--- src/rtl/im_loader_pkg.sv ---
// Shared types and defaults for the boot-time instruction memory loader.
package im_loader_pkg;

  localparam int INSTR_W_DEF  = 15;
  localparam int ADDR_W_DEF   = 8;
  localparam int IM_DEPTH_DEF = 256;

  localparam logic [7:0] CHK_SEED = 8'h00;

  typedef enum logic [2:0] {
    IDLE = 3'd0,
    LEN  = 3'd1,
    LO   = 3'd2,
    HI   = 3'd3,
    CHK  = 3'd4,
    DONE = 3'd5,
    ERR  = 3'd6
  } state_t;

  function automatic logic [7:0] chk_fold(input logic [7:0] acc, input logic [7:0] data);
    return acc ^ data;
  endfunction

endpackage

--- src/rtl/im_loader_if.sv ---
// Byte stream into the loader plus the loader's IM write port.
interface im_loader_if import im_loader_pkg::*; #(
  parameter int INSTR_W = INSTR_W_DEF,
  parameter int ADDR_W  = ADDR_W_DEF
) ();

  logic [7:0]         in_data;
  logic               in_valid;
  logic               in_ready;
  logic               im_we;
  logic [ADDR_W-1:0]  im_addr;
  logic [INSTR_W-1:0] im_wdata;

  modport master (
    input  in_data, in_valid,
    output in_ready, im_we, im_addr, im_wdata
  );

  modport slave (
    output in_data, in_valid,
    input  in_ready, im_we, im_addr, im_wdata
  );

endinterface

--- src/rtl/im_loader_chk.sv ---
// Running XOR of accepted frame bytes; zero reports whether the presented
// byte would bring the accumulator to zero (i.e. it is a matching checksum).
module im_loader_chk import im_loader_pkg::*; (
  input  logic       clk,
  input  logic       rst_n,
  input  logic       clr,
  input  logic       en,
  input  logic [7:0] data,
  output logic       zero
);

  logic [7:0] acc_r;

  // Accumulator: clear has priority over a simultaneous byte.
  always_ff @(posedge clk or negedge rst_n) begin
    if (!rst_n) begin
      acc_r <= CHK_SEED;
    end else if (clr) begin
      acc_r <= CHK_SEED;
    end else if (en) begin
      acc_r <= chk_fold(acc_r, data);
    end else begin
      acc_r <= acc_r;
    end
  end

  assign zero = (chk_fold(acc_r, data) == 8'h00);

endmodule

--- src/rtl/im_loader.sv ---
// Frame parser, word assembler and IM write port; holds the CPU stopped
// until a complete frame with a good checksum has been written.
module im_loader import im_loader_pkg::*; #(
  parameter int INSTR_W  = INSTR_W_DEF,
  parameter int ADDR_W   = ADDR_W_DEF,
  parameter int IM_DEPTH = IM_DEPTH_DEF
) (
  input  logic              clk,
  input  logic              rst_n,
  input  logic              start,
  im_loader_if.master       bus,
  output logic              cpu_run,
  output logic              done,
  output logic              error,
  output logic [ADDR_W:0]   words_loaded
);

  // HI bits that do not land in the instruction word and must be zero.
  localparam logic [7:0] HI_MASK = 8'(16'h00FF << (INSTR_W - 8));

  state_t             state_r;
  state_t             state_nxt;
  logic [ADDR_W:0]    n_r;
  logic [ADDR_W:0]    cnt_r;
  logic [7:0]         lo_r;
  logic               im_we_r;
  logic [ADDR_W-1:0]  im_addr_r;
  logic [INSTR_W-1:0] im_wdata_r;
  logic               done_r;
  logic               error_r;
  logic               run_r;

  logic               xfer;
  logic               len_bad;
  logic               hi_bad;
  logic               last_word;
  logic               chk_en;
  logic               chk_ok;
  logic [INSTR_W-1:0] word;

  assign bus.in_ready = (state_r inside {LEN, LO, HI, CHK}) && !start;
  assign xfer         = bus.in_valid && bus.in_ready;
  assign len_bad      = (bus.in_data == 8'h00) || (32'(bus.in_data) > 32'(IM_DEPTH));
  assign hi_bad       = (bus.in_data & HI_MASK) != 8'h00;
  assign last_word    = (cnt_r + (ADDR_W+1)'(1)) >= n_r;
  assign word         = INSTR_W'({bus.in_data, lo_r});
  assign chk_en       = xfer && (state_r inside {LEN, LO, HI});

  im_loader_chk u_chk (
    .clk   (clk),
    .rst_n (rst_n),
    .clr   (start),
    .en    (chk_en),
    .data  (bus.in_data),
    .zero  (chk_ok)
  );

  // State register.
  always_ff @(posedge clk or negedge rst_n) begin
    if (!rst_n) begin
      state_r <= IDLE;
    end else begin
      state_r <= state_nxt;
    end
  end

  // Next-state decode; start overrides every state and any pending byte.
  always_comb begin
    state_nxt = state_r;
    if (start) begin
      state_nxt = LEN;
    end else begin
      case (state_r)
        IDLE: state_nxt = IDLE;
        LEN: begin
          if (xfer && len_bad) begin
            state_nxt = ERR;
          end else if (xfer) begin
            state_nxt = LO;
          end else begin
            state_nxt = LEN;
          end
        end
        LO: begin
          if (xfer) begin
            state_nxt = HI;
          end else begin
            state_nxt = LO;
          end
        end
        HI: begin
          if (xfer && hi_bad) begin
            state_nxt = ERR;
          end else if (xfer && last_word) begin
            state_nxt = CHK;
          end else if (xfer) begin
            state_nxt = LO;
          end else begin
            state_nxt = HI;
          end
        end
        CHK: begin
          if (xfer && chk_ok) begin
            state_nxt = DONE;
          end else if (xfer) begin
            state_nxt = ERR;
          end else begin
            state_nxt = CHK;
          end
        end
        DONE:    state_nxt = DONE;
        ERR:     state_nxt = ERR;
        default: state_nxt = IDLE;
      endcase
    end
  end

  // Length/low-byte latches, word counter and the registered IM write port.
  always_ff @(posedge clk or negedge rst_n) begin
    if (!rst_n) begin
      n_r        <= '0;
      cnt_r      <= '0;
      lo_r       <= 8'h00;
      im_we_r    <= 1'b0;
      im_addr_r  <= '0;
      im_wdata_r <= '0;
    end else if (start) begin
      n_r        <= '0;
      cnt_r      <= '0;
      lo_r       <= 8'h00;
      im_we_r    <= 1'b0;
    end else begin
      im_we_r <= 1'b0;
      if (xfer && (state_r == LEN)) begin
        n_r <= (ADDR_W+1)'(bus.in_data);
      end
      if (xfer && (state_r == LO)) begin
        lo_r <= bus.in_data;
      end
      if (xfer && (state_r == HI) && !hi_bad) begin
        im_we_r    <= 1'b1;
        im_addr_r  <= cnt_r[ADDR_W-1:0];
        im_wdata_r <= word;
        cnt_r      <= cnt_r + (ADDR_W+1)'(1);
      end
    end
  end

  // Status flags follow the state being entered, so they stay sticky.
  always_ff @(posedge clk or negedge rst_n) begin
    if (!rst_n) begin
      done_r  <= 1'b0;
      error_r <= 1'b0;
      run_r   <= 1'b0;
    end else begin
      done_r  <= (state_nxt == DONE);
      error_r <= (state_nxt == ERR);
      run_r   <= (state_nxt == DONE);
    end
  end

  assign bus.im_we    = im_we_r;
  assign bus.im_addr  = im_addr_r;
  assign bus.im_wdata = im_wdata_r;
  assign done         = done_r;
  assign error        = error_r;
  assign cpu_run      = run_r;
  assign words_loaded = cnt_r;

endmodule

--- src/flat_wrapper.sv ---
// flat-port wrapper written by rule: the top's interface ports become plain ports
module im_loader_flat import im_loader_pkg::*;
#(
  parameter int INSTR_W  = INSTR_W_DEF,
  parameter int ADDR_W   = ADDR_W_DEF,
  parameter int IM_DEPTH = IM_DEPTH_DEF
)
  (clk, rst_n, start, cpu_run, done, error, words_loaded, bus_in_data, bus_in_valid, bus_in_ready, bus_im_we, bus_im_addr, bus_im_wdata);
  im_loader_if #(.INSTR_W(INSTR_W), .ADDR_W(ADDR_W)) bus_i ();
  input  logic clk;
  input  logic rst_n;
  input  logic start;
  output logic cpu_run;
  output logic done;
  output logic error;
  output logic [ADDR_W:0] words_loaded;
  input wire logic [$bits(bus_i.in_data)-1:0] bus_in_data;
  input wire logic [$bits(bus_i.in_valid)-1:0] bus_in_valid;
  output wire logic [$bits(bus_i.in_ready)-1:0] bus_in_ready;
  output wire logic [$bits(bus_i.im_we)-1:0] bus_im_we;
  output wire logic [$bits(bus_i.im_addr)-1:0] bus_im_addr;
  output wire logic [$bits(bus_i.im_wdata)-1:0] bus_im_wdata;
  assign bus_i.in_data = bus_in_data;
  assign bus_i.in_valid = bus_in_valid;
  assign bus_in_ready = bus_i.in_ready;
  assign bus_im_we = bus_i.im_we;
  assign bus_im_addr = bus_i.im_addr;
  assign bus_im_wdata = bus_i.im_wdata;
  im_loader #(.INSTR_W(INSTR_W), .ADDR_W(ADDR_W), .IM_DEPTH(IM_DEPTH)) u_core (.clk(clk), .rst_n(rst_n), .start(start), .bus(bus_i), .cpu_run(cpu_run), .done(done), .error(error), .words_loaded(words_loaded));
endmodule
--- config.mk ---
export PLATFORM = sky130hd
export DESIGN_NAME = im_loader_flat
export DESIGN_NICKNAME = d
export VERILOG_FILES = /design/src/rtl/im_loader_pkg.sv /design/src/rtl/im_loader_if.sv /design/src/rtl/im_loader_chk.sv /design/src/rtl/im_loader.sv /design/src/flat_wrapper.sv
export SDC_FILE = /design/constraint.sdc
export NUM_CORES = 1
export LEC_CHECK = 0
export BUFFER_PORTS_ARGS = -buffer_cell sky130_fd_sc_hd__buf_2
export CORE_ASPECT_RATIO = 1.25
export CORE_MARGIN = 2
export CORE_UTILIZATION = 35
export DETAILED_ROUTE_END_ITERATION = 8
export GPL_TIMING_DRIVEN = 0
export PLACE_DENSITY = 0.55
export SLEW_MARGIN = 20
export SYNTH_ARGS = -nofsm -noshare
export SYNTH_HDL_FRONTEND = slang
export SYNTH_SLANG_ARGS = --single-unit
--- constraint.sdc ---
create_clock -name clk -period 2.7 [get_ports clk]
set_input_delay 0.405 -clock clk [delete_from_list [all_inputs] [get_ports clk]]
set_output_delay 0.405 -clock clk [all_outputs]
set_load 0.01 [all_outputs]
Yosys cells after proc, flatten, opt, wreduce, memory -nomap -nowiden
Index checks and enable logic that the tools add are counted.
{"block": "op_classes", "add_sub_neg": 1, "order_cmp": 1, "n_eq_ne": 8, "n_mux": 20, "n_bitwise": 2, "reduce_logical": 22}
{"op": "9-bit two-way mux", "count": 4}
{"op": "8-bit two-way mux", "count": 4}
{"op": "3-bit one-hot mux with 6 select lines", "count": 1}
{"op": "8-bit logical NOT", "count": 2}
{"op": "3-bit == test, second input constant", "count": 5}
{"op": "3-bit two-way mux", "count": 5}
{"op": "1-bit logical AND", "count": 11}
{"op": "9-bit by 1-bit adder with 9-bit output, second input constant", "count": 1}
{"op": "9-bit greater-or-equal comparator", "count": 1}
{"op": "2-bit nonzero test", "count": 4}
{"op": "8-bit bitwise XOR", "count": 1}
{"op": "3-bit by 2-bit == test with 1-bit output, second input constant", "count": 2}
{"op": "1-bit two-way mux", "count": 4}
{"op": "2-bit two-way mux", "count": 2}
{"op": "4-bit nonzero test", "count": 1}
{"op": "3-bit by 1-bit == test with 1-bit output, second input constant", "count": 1}
{"op": "3-bit nonzero test", "count": 1}
{"op": "1-bit logical NOT", "count": 2}
{"op": "2-bit AND reduction", "count": 1}
{"op": "1-bit inverter", "count": 1}
{"block": "totals", "reg_bits": 63, "in_bits": 12}

Depth between registers and ports, before layout
Gate-level depths: netlist (run 1).
{"block": "logic_depth", "ltp_word": 10, "ltp_mapped": 11}

Hierarchy
Synthesis (run 1) repeated with hierarchy kept, for this count alone.
{"block": "unflattened", "cells_unflattened": 318, "hier_area_um2": 3067.9}
{"mod": "im_loader", "instances": 1, "cells_each": 273, "area_each_um2": 2642.5, "seq_area_each_um2": 1351.3}
{"mod": "im_loader_chk", "instances": 1, "cells_each": 45, "area_each_um2": 425.4, "seq_area_each_um2": 200.2}

Least setup slack after synthesis (run 1)
OpenSTA, ideal clock, no wires.
{"block": "synth_path", "path_kind": "reg2reg", "from": "reg u_core.cnt_r[0], in the netlist u_core.words_loaded[0]", "to": "reg u_core.error_r, in the netlist u_core.error", "t_arrival_ns": 2.546, "required_ns": 2.632, "slack_ns": 0.087, "stages_incl_launch_ff": 11, "n_path_buf": 0, "synth_period_minus_slack_ns": 2.613, "path_cell_list": "dfrtp_1 -> ha_1 -> nand3_1 -> xnor2_1 -> ha_1 -> a211oi_1 -> o211ai_1 -> o221a_1 -> or4_1 -> o2111ai_1 -> and4b_1"}
{"block": "synth_via", "elab_chain_len": 8}
{"element": "start: declaration", "line": "im_loader.sv:24", "source": "logic [ADDR_W:0] cnt_r;"}
{"element": "start signal: assignment", "line": "im_loader.sv:144", "source": "cnt_r <= cnt_r + (ADDR_W+1)'(1);"}
{"element": "9-bit by 1-bit adder with 9-bit output", "line": "im_loader.sv:45", "source": "assign last_word = (cnt_r + (ADDR_W+1)'(1)) >= n_r;"}
{"element": "9-bit greater-or-equal comparator", "line": "im_loader.sv:45"}
{"element": "1-bit logical AND", "line": "im_loader.sv:94", "source": "end else if (xfer && last_word) begin"}
{"element": "3-bit two-way mux", "line": "im_loader.sv:94"}
{"element": "3-bit two-way mux", "line": "im_loader.sv:92", "source": "if (xfer && hi_bad) begin"}
{"element": "3-bit one-hot mux with 6 select lines", "line": "im_loader.sv:73", "source": "case (state_r)"}
{"element": "3-bit two-way mux", "line": "im_loader.sv:70", "source": "if (start) begin"}
{"element": "3-bit == test", "line": "im_loader.sv:157", "source": "error_r <= (state_nxt == ERR);"}
{"element": "end signal: assignment", "line": "im_loader.sv:157"}
{"element": "end: declaration", "line": "im_loader.sv:30", "source": "logic error_r;"}
Every way passes these cells.
A chain may end at the register's enable or synchronous reset.

Final worst setup path (run 1)
{"block": "layout_path", "from": "reg u_core.cnt_r[2], in the netlist u_core.words_loaded[2]", "to": "reg u_core.error_r, in the netlist u_core.error"}
Same word-level chain as after synthesis.

==> run_results.csv, run 1 <==
group,metric,value,unit
finish,syn2layout_area_growth,25.6,%
timing,fin_ws,0.107,ns
finish,nNetsFinal,427,
drt,drt.antenna.violating_nets,0,
synth,synthFlopType,"dfrtp_1",
finish,final_cells,508,
global_routing,grt_pass1_wl,12200,um
floorplan,dieWidth,87.2,um
pwr,vdd_drop_max,0.203,mV
floorplan,start_util,36.4,%
timing,slew_headroom,49.2,%
placed_design,place_inst,484,
clock_network,clockRootBuffer,"clkbuf_8",
placed_design,post-dp-hpwl,5280,um
synth,synth_area_leaders,"dfrtp_1 (51%), nand2_1 (13%), ha_1 (3.7%), xnor2_1 (3.2%), xor2_1 (3.2%)",
synth,synth_seq_cells,62,
floorplan,placeableCoreArea,8330,um2
critical_path,crit_required,2.98,ns
synth,postSynth.asyncResetShare,100,%
synth,syn_area,3030,um2
floorplan,fp-row-count,37,
finish,antenna_cells,0,
critical_path,critPathKind,"register to register",
critical_path,crit_buf_inv,1,
timing,hold_viol,0,
timing,min_period,2.59,ns
clock_network,cts.path.max_buffers,2,
floorplan,die_height,108,um
finish,postLayoutCellArea,3800,um2
placed_design,detailedPlace.worstSlack,-0.267,ns
finish,multi_input_area,1460,um2
pwr,p_leak,1.91,nW
drt,drt-initial-drc-count,115,
critical_path,crit_fanout,7,
floorplan,ios,49,
floorplan,dieArea,9420,um2
drt,wire_per_inst,14.7,um
global_routing,overflow,0,
timing,fmax,0.386,GHz
critical_path,path_cells,"buf_6 > nand3_2 > nor2_4 > xor2_2 > ha_1 > o21a_1 > o221a_1 > or4_4 > o2111ai_2 > and4b_1",
clock_network,clk_latency,0.35,ns
timing,report.final.setup_viol,0,
job,max-cap-violations,0,
drt,routed_wl,7470,um
synth,yosysTopAreaCell,"dfrtp_1",
global_routing,grt_max_degree,49,
drt,avgViaCountPerCell,4.98,
finish,fin_util,45.6,%
synth,synth_cells,339,
drt,first_pass_iters,4,
finish,drive_above_1_share,24.6,%
synth,yosys-top-cells-count,"nand2_1 (105), dfrtp_1 (62), nor2_1 (18)",
timing,rsz0062_at_grt,"no",
timing,maxSlewViolCount,0,
placed_design,placed_area,3420,um2
timing,tightest_slew,0.763,ns
synth,synth_fp_nets,360,
outcome,status,"finished clean",
clock_network,tritoncts,"yes",
drt,vias,2528,
clock_network,numClockSinks,62,
finish,regArea,1560,um2
finish,fill_cells,836,
critical_path,endpoint_kind,"register",
timing,finalClockSkew,0.00635,ns
critical_path,critPathTopFamily,"simple AND/OR/NAND/NOR gates",
synth,synth_top_area_share,51.2,%
clock_network,cts.htree.levels,3,
synth,synth_edf_count,0,
synth,synth.avg_cell_area,8.94,um2
clock_network,numCtsBuffers,9,
synth,ys_seq_area_share,51.2,%
pwr,power.density,559,nW/um2
critical_path,crit_arrival,2.88,ns
clock_network,path_clk_slew,0.08,ns
min_path,min_path_type,"input port to register",
placed_design,portBuffers,47,
synth,synth_most_common_cell,"nand2_1",
critical_path,cp_slowest_stage_delay,0.49,ns
critical_path,cp-start-kind,"register",
global_routing,antenna_found_initial,0,
global_routing,globalRouteTotalUtil,17.1,%
timing,fin_crit_sh,96.0,%
global_routing,grt_pass1_vias,2436,
critical_path,crit_slowest_cell,"or4_4",
placed_design,place_congestion,0.824,
synth,ys_types,43,
synth,yosys_warnings,0,
drt,drc,0,
[cells by family after synthesis]
logic type	after synthesis	share of synthesized area, %
AND/OR/NAND/NOR	167	24.0
flip-flops	62	51.2
adder cells (fa/ha/maj)	9	3.72
AO/OA/AOI/OAI	47	10.3
XOR/XNOR	22	6.36
buffers and inverters	32	4.38
[sequential cells by signal (all words and copies together), names as in the netlist]
signal / cells
u_core.done: 1
u_core.bus.im_wdata: 15
u_core.bus.im_addr: 8
u_core.state_r: 3
u_core.lo_r: 8
u_core.u_chk.acc_r: 8
u_core.words_loaded: 9
u_core.bus.im_we: 1
u_core.error: 1
u_core.n_r: 8
[layout make-up]
cell class                      count  share of cell area, %
Clock inverter                      7                   1.91
Buffer                             20                   2.63
Multi-Input combinational cell    245                   38.3
Clock buffer                        9                   3.26
Timing Repair Buffer               56                   8.62
Sequential cell                    62                   40.9
Tap cell                           97                   3.19
Inverter                           12                   1.18
[stage by stage]
stage	setup TNS, ns	power (mW)	hold WS, ns
CTS	0	2.15	0.331
global route	0	2.24	0.342
finish	0	2.13	0.344
floorplan	0	1.19	0.109
global placement	-0.450	1.30	0.452
detailed placement	-0.461	1.31	0.295
[cells in the final DEF (no fill, tap or decap), types with 2 or more instances in the layout]
cell type,synthesis,layout
nor2_1,18,17
clkinvlp_4,0,2
clkbuf_1,12,12
nor4_1,2,2
nand3_1,16,13
clkinv_2,0,2
nor3b_1,2,2
inv_6,0,2
buf_6,0,2
a22o_1,8,8
dfrtp_1,62,58
ha_4,0,2
or3_1,2,2
nand3_2,0,2
xnor2_1,11,9
a21oi_1,15,15
buf_4,1,9
and3_1,3,2
nand2_1,105,105
clkbuf_8,0,9
dfrtp_2,0,4
o21ai_0,9,9
ha_1,9,6
nor2b_1,3,3
buf_2,7,51
xor2_1,11,10
inv_1,11,11
o21ai_1,2,2
nand4_1,5,5
nor3_1,4,4
[worst paths after layout]
check,from,endpoint,cells after the start,slack [ns]
hold reg to reg,u_core.bus.im_wdata[2],u_core.bus.im_wdata[2],2,0.47
hold / removal,bus_in_data[5],u_core.bus.im_wdata[13],3,0.34
setup reg to reg,u_core.words_loaded[2],u_core.error,10,0.11
max in group asynchronous,rst_n,u_core.n_r[4],3,1.74
setup / recovery,u_core.words_loaded[2],u_core.error,10,0.11
min in group asynchronous,rst_n,u_core.words_loaded[4],2,0.46
[per-layer routing]
metal	wire [um]	track usage, %	share of wire [%]	up-vias
li1	-	-	-	1263
met1	3350	22.1	45	1198
met2	3670	26.8	49	49
met3	249	3.44	3.3	18
met4	192	9.01	2.6	0
met5	0	0	0	-
[where the power goes]
group	internal [mW]	total [mW]	switching (mW)
sequential	0.984	1.02	0.0315
clock	0.428	0.825	0.396
combinational	0.114	0.286	0.172
[worst register-to-register path: cells and delay by family (launching register included)]
kind / cells / cell delay, ns
compound gates: 3 / 0.55
xor+xnor: 1 / 0.21
fa+ha+maj: 1 / 0.28
buf+inv: 1 / 0.15
flops: 1 / 0.36
simple gates: 4 / 0.97
[repair_timing]
action	4_1_cts	5_1_grt
endpoints found under the setup margin	2	2
hold buffers	1	0
setup buffers	4	3
hold endpoints to repair	14	0
resized for setup	8	19
pin swaps	4	10
cloned	0	0
(Power assumes the default switching activity.)
==> inputs of run 2 (changes only) <==
--- a/config.mk
+++ b/config.mk
@@ -5,10 +5,12 @@
 export SDC_FILE = /design/constraint.sdc
 export NUM_CORES = 1
 export LEC_CHECK = 0
+export ABC_AREA = 1
 export BUFFER_PORTS_ARGS = -buffer_cell sky130_fd_sc_hd__buf_2
 export CORE_ASPECT_RATIO = 1.25
 export CORE_MARGIN = 2
 export CORE_UTILIZATION = 35
+export CTS_CLUSTER_SIZE = 30
 export DETAILED_ROUTE_END_ITERATION = 8
 export GPL_TIMING_DRIVEN = 0
 export PLACE_DENSITY = 0.55
==> run 2 against run 1 <==
Net effect: sequential share of layout area up 2.4 points; flip-flop and latch count unchanged; hold slack better by 0.038 ns; core utilization down 2.4 points; critical endpoint unchanged; largest cell class unchanged; largest power group unchanged.
==> run_results.csv, run 2 <==
group,metric,value,unit
outcome,status,"finished clean",
critical_path,crit_slowest_cell,"dfrtp_1",
drt,routed_wl,6880,um
synth,yosys_warnings,0,
critical_path,path_cells,"ha_1 > nand3_1 > nor2_2 > xor2_1 > ha_1 > nand2_1 > inv_1 > nand4_1 > nand2_1 > nor2_1 > nand2_1 > nand2_1 > nand2_1 > nand2_1 > nand2_1 > nor2_1",
min_path,min_path_type,"input port to register",
synth,synth_fp_nets,370,
floorplan,dieWidth,87.1,um
critical_path,reg2reg_from,"u_core.words_loaded[0]",
finish,fill_cells,821,
finish,multi_input_area,1190,um2
placed_design,portBuffers,48,
critical_path,crit_buf_inv,1,
pwr,power.density,632,nW/um2
timing,fin_crit_sh,89.0,%
critical_path,endpoint,"u_core.error",
synth,ys_types,27,
global_routing,grt_pass1_wl,11500,um
clock_network,cts.path.max_buffers,2,
global_routing,antenna_found_initial,0,
critical_path,endpoint_kind,"register",
timing,fmax,0.416,GHz
synth,yosys-top-cells-count,"nand2_1 (84), dfrtp_1 (62), inv_1 (51)",
critical_path,rr_endpoint,"u_core.error",
clock_network,clockRootBuffer,"clkbuf_8",
critical_path,crit_arrival,2.67,ns
floorplan,die_height,108,um
floorplan,dieArea,9390,um2
pwr,total_power,2.26,mW
critical_path,crit_fanout,5,
floorplan,ios,49,
critical_path,critPathTopFamily,"simple AND/OR/NAND/NOR gates",
synth,syn_area,3020,um2
finish,nNetsFinal,431,
clock_network,path_clk_slew,0.07,ns
drt,drt.antenna.violating_nets,0,
finish,final_cell_mix,"nand2_1 (84), dfrtp_1 (62), inv_1 (51), buf_2 (51), o21ai_0 (32)",
placed_design,place_congestion,0.831,
synth,ys_seq_area_share,51.4,%
critical_path,cp_slowest_stage_delay,0.45,ns
placed_design,post-dp-hpwl,5100,um
clock_network,cts_setup_buffers,0,
finish,antenna_cells,0,
timing,maxSlewViolCount,0,
global_routing,globalRouteTotalUtil,16.0,%
drt,first_pass_iters,4,
drt,avgViaCountPerCell,4.68,
drt,wire_per_inst,13.4,um
finish,regArea,1550,um2
pwr,p_leak,1.89,nW
synth,synth_area_leaders,"dfrtp_1 (51%), nand2_1 (10%), inv_1 (6.3%), o21ai_0 (5.3%), o21ai_2 (4.4%)",
clock_network,clk_latency,0.33,ns
pwr,vdd_drop_max,0.288,mV
timing,rsz0062_at_grt,"no",
critical_path,worst_path_most_repeated_cell,"nand2_1",
synth,synth_top_area_share,51.4,%
job,max-cap-violations,0,
global_routing,overflow,0,
synth,synth_cells,349,
critical_path,cp-start-kind,"register",
synth,yosysTopAreaCell,"dfrtp_1",
drt,vias,2394,
clock_network,numClockSinks,62,
clock_network,cts.htree.levels,3,
global_routing,grt_max_degree,36,
floorplan,fp-row-count,37,
timing,fin_tns_setup,0,ns
critical_path,path_depth,16,
drt,drc,0,
critical_path,reg2reg_slack,0.30,ns
critical_path,rr_worst_depth,16,
floorplan,start_util,36.4,%
clock_network,numCtsBuffers,9,
floorplan,placeableCoreArea,8290,um2
drt,drt-initial-drc-count,104,
global_routing,grt_pass1_vias,2413,
synth,synth_most_common_cell,"nand2_1",
synth,synth_edf_count,0,
synth,synth.avg_cell_area,8.65,um2
finish,final_common_cell,"nand2_1",
timing,finalClockSkew,0.00535,ns
finish,syn2layout_area_growth,18.7,%
timing,min_period,2.40,ns
timing,hold_viol,0,
critical_path,critPathKind,"register to register",
timing,tightest_slew,0.506,ns
finish,drive_above_1_share,23.1,%
timing,slew_headroom,66.0,%
critical_path,cp-startpoint,"u_core.words_loaded[0]",
clock_network,tritoncts,"yes",
timing,report.final.setup_viol,0,
synth,synthFlopType,"dfrtp_1",
finish,largest_register_ffs,15,
synth,postSynth.asyncResetShare,100,%
critical_path,crit_required,2.97,ns
synth,synth_seq_cells,62,
-- run 2: cell types whose count changed after synthesis, sizes merged, moves of 7 or more --
cell    change
o21ai      +45
inv        +42
nand2      -19
a21oi      -11
clkbuf     -10
a22o        -8
nor2        +7
-- run 2: per-stage QoR --
| step | instances | hold WS [ns] | cell area [um2] | util, % | worst slack, ns |
|---|---|---|---|---|---|
| floorplan | 349 | 0.109 | 3020 | - | 0.582 |
| global placement | 494 | 0.462 | 3380 | 40.8 | 0.240 |
| detailed placement | 495 | 0.354 | 3400 | 41.1 | 0.246 |
| CTS | 512 | 0.360 | 3580 | 43.2 | 0.224 |
| global route | 512 | 0.390 | 3580 | 43.2 | 0.0302 |
| finish | 512 | 0.382 | 3580 | 43.2 | 0.296 |
-- run 2: cell type report --
type	instances	share of cell area [%]
Timing Repair Buffer	50	7.61
Multi-Input combinational cell	222	33.1
Clock buffer	12	4.05
Clock inverter	4	0.629
Inverter	54	5.66
Tap cell	97	3.39
Sequential cell	62	43.3
Buffer	11	2.24
-- run 2: cell families (layout without fill, tap and decap cells) --
group           count (synthesis)  in the layout  synth area share [%]
compound gates                 64             64                  12.7
simple gates                  135            135                  18.7
flops                          62             62                  51.4
mux                             1              1                 0.373
buf+inv                        65            131                  9.37
fa+ha+maj                       9              9                  3.73
xor+xnor                       13             13                  3.77
-- run 2: what timing repair did --
item	CTS	global route
hold endpoints to repair	27	0
hold buffers	1	0
setup endpoints to repair	0	1
gates resized for setup	0	1
-- run 2: layer usage --
layer	wire length, um	GRT usage [%]	vias to the layer above
li1	-	-	1229
met1	3160	20.3	1096
met2	3250	25.3	57
met3	312	3.91	12
met4	160	7.92	0
met5	0	0	-
-- run 2: how the worst min path moves through the flow --
stage	startpoint	endpoint	slack, ns	cells past startpoint
global placement	u_core.bus.im_addr[3]	u_core.bus.im_addr[3]	0.46	2
finish	bus_in_data[4]	u_core.bus.im_wdata[12]	0.38	3
floorplan	rst_n	u_core.bus.im_addr[0]	0.11	0
detailed placement	rst_n	u_core.bus.im_wdata[3]	0.35	1
global route	bus_in_data[4]	u_core.bus.im_wdata[12]	0.39	3
CTS	bus_in_data[4]	u_core.bus.im_wdata[12]	0.36	3
-- run 2: power by group --
part | internal, mW | switching [mW]
registers | 1.05 | 0.0638
clock network | 0.354 | 0.361
logic | 0.178 | 0.258
-- run 2: worst min-delay path, cell delays in order --
cell and delay (ns):
buf_2 0.11, inv_1 0.09, o21ai_2 0.06
==> inputs of run 3 (changes only) <==
--- a/config.mk
+++ b/config.mk
@@ -13,6 +13,7 @@
 export CTS_CLUSTER_SIZE = 30
 export DETAILED_ROUTE_END_ITERATION = 8
 export GPL_TIMING_DRIVEN = 0
+export MAX_ROUTING_LAYER = met4
 export PLACE_DENSITY = 0.55
 export SLEW_MARGIN = 20
 export SYNTH_ARGS = -nofsm -noshare
==> run 3 against run 2 <==
Net effect: register-to-register slack is essentially flat; flip-flop and latch count unchanged; clock-buffer cell count unchanged; highest routed layer unchanged.
==> run_results.csv, run 3 (synthesis gave the netlist of run 2 again) <==
group,metric,value,unit
clock_network,tritoncts,"yes",
timing,min_period,2.40,ns
min_path,min_path_type,"input port to register",
clock_network,cts.path.max_buffers,2,
floorplan,dieWidth,87.1,um
placed_design,portBuffers,48,
floorplan,dieArea,9390,um2
finish,nNetsFinal,431,
timing,tightest_slew,0.499,ns
clock_network,clk_latency,0.34,ns
drt,routed_wl,6850,um
drt,drt.antenna.violating_nets,0,
timing,fin_tns_setup,0,ns
timing,slew_headroom,66.5,%
pwr,p_leak,1.89,nW
critical_path,crit_required,2.96,ns
finish,final_cell_mix,"nand2_1 (84), dfrtp_1 (62), inv_1 (51), buf_2 (51), o21ai_0 (32)",
pwr,p_int,1.58,mW
clock_network,path_clk_slew,0.07,ns
timing,timing.hold.ws,0.383,ns
timing,hold_viol,0,
global_routing,antenna_found_initial,0,
floorplan,placeableCoreArea,8290,um2
clock_network,clockRootBuffer,"clkbuf_8",
timing,finalClockSkew,0.00634,ns
finish,final_common_cell,"nand2_1",
floorplan,start_util,36.4,%
critical_path,path_cells,"ha_1 > nand3_1 > nor2_2 > xor2_1 > ha_1 > nand2_1 > inv_1 > nand4_1 > nand2_1 > nor2_1 > nand2_1 > nand2_1 > nand2_1 > nand2_1 > nand2_1 > nor2_1",
pwr,power.density,631,nW/um2
outcome,status,"finished clean",
finish,fill_cells,821,
placed_design,post-dp-hpwl,5100,um
drt,drc,0,
critical_path,cp-start-kind,"register",
floorplan,die_height,108,um
drt,met2WireLength,3240,um
drt,first_pass_iters,4,
pwr,switching_power,0.680,mW
critical_path,endpoint_kind,"register",
critical_path,worst_path_most_repeated_cell,"nand2_1",
drt,vias,2391,
drt,wire_per_inst,13.4,um
clock_network,numClockSinks,62,
finish,drive_above_1_share,23.1,%
finish,syn2layout_area_growth,18.7,%
drt,wl_met1,3170,um
finish,postLayoutCellArea,3580,um2
critical_path,critPathKind,"register to register",
pwr,total_power,2.26,mW
critical_path,crit_fanout,5,
drt,drt-initial-drc-count,124,
drt,top_layer_used,"met4",
floorplan,ios,49,
job,max-cap-violations,0,
floorplan,fp-row-count,37,
critical_path,crit_arrival,2.67,ns
finish,fin_util,43.2,%
clock_network,numCtsBuffers,9,
placed_design,place_congestion,0.844,
pwr,clkPwrFrac,31.5,%
critical_path,crit_slowest_cell,"dfrtp_1",
pwr,netSwitchingFraction,30.1,%
timing,maxSlewViolCount,0,
timing,fmax,0.416,GHz
pwr,p_comb_share,19.3,%
finish,largest_register_ffs,15,
placed_design,placed_area,3400,um2
finish,antenna_cells,0,
timing,rsz0062_at_grt,"no",
critical_path,cp_slowest_stage_delay,0.45,ns
clock_network,cts_setup_buffers,0,
pwr,seqPwrFrac,49.2,%
drt,wl_met3,284,um
global_routing,globalRouteTotalUtil,16.5,%
global_routing,grt_pass1_wl,11600,um
timing,fin_crit_sh,89.0,%
clock_network,cts.htree.levels,3,
drt,avgViaCountPerCell,4.67,
global_routing,overflow,0,
timing,report.final.setup_viol,0,
global_routing,grt_pass1_vias,2408,
global_routing,grt_max_degree,36,
pwr,vdd_drop_max,0.289,mV
## run 3: cell counts in the layout (fill, tap and decap cells not counted)
Identical to the previous run, type by type.
## run 3: power by group through the flow
stage | logic [mW] | registers, mW | clock network [mW]
floorplan | 0.232 | 1.16 | 0
global placement | 0.432 | 1.13 | 0
detailed placement | 0.442 | 1.13 | 0
CTS | 0.446 | 1.12 | 0.743
global route | 0.499 | 1.13 | 0.773
finish | 0.437 | 1.11 | 0.711
## run 3: area by class of cell
cell class | instances | area, um2 | area share (%)
multi-input cells | 222 | 1190 | 33.1
repair buffers | 50 | 273 | 7.61
flip-flops and latches | 62 | 1550 | 43.3
plain buffers | 11 | 80.1 | 2.24
clock buffers | 12 | 145 | 4.05
inverters | 54 | 203 | 5.66
well taps | 97 | 121 | 3.39
clock inverters | 4 | 22.5 | 0.629
## run 3: worst paths after layout
kind / start / depth (start not counted) / slack (ns) / to
setup / recovery: u_core.words_loaded[0] / 16 / 0.30 / u_core.error
hold / removal: bus_in_data[4] / 3 / 0.38 / u_core.bus.im_wdata[12]
setup reg to reg: u_core.words_loaded[0] / 16 / 0.30 / u_core.error
hold reg to reg: u_core.bus.im_wdata[5] / 2 / 0.48 / u_core.bus.im_wdata[5]
max in group asynchronous: rst_n / 3 / 1.65 / u_core.error
min in group asynchronous: rst_n / 2 / 0.54 / u_core.bus.im_wdata[3]
## run 3: per-layer routing
| layer | up-vias | track usage [%] |
|---|---|---|
| met3 | 12 | 3.60 |
| met4 | 0 | 7.81 |
| met5 | - | - |
| li1 | 1231 | - |
| met2 | 57 | 25.5 |
| met1 | 1091 | 20.5 |
## run 3: critical path: cells and delay by family (launching register included)
kind / cells / cell delay, ns
DFF: 1 / 0.45
buffers and inverters: 1 / 0.05
xor gates and xnor gates: 1 / 0.22
adders and majority gates: 2 / 0.48
and+or+nand+nor: 12 / 1.11
## run 3: stage by stage
step	instances	setup WS [ns]
2_1_floorplan	349	0.582
5_1_grt	512	0.0286
3_3_place_gp	494	0.240
3_5_place_dp	495	0.246
4_1_cts	512	0.224
6_report	512	0.298
## run 3: repair_timing
action,in CTS,in global routing
hold buffers,1,0
gates resized for setup,0,1
endpoints found under the hold margin,27,0
endpoints found under the setup margin,0,1
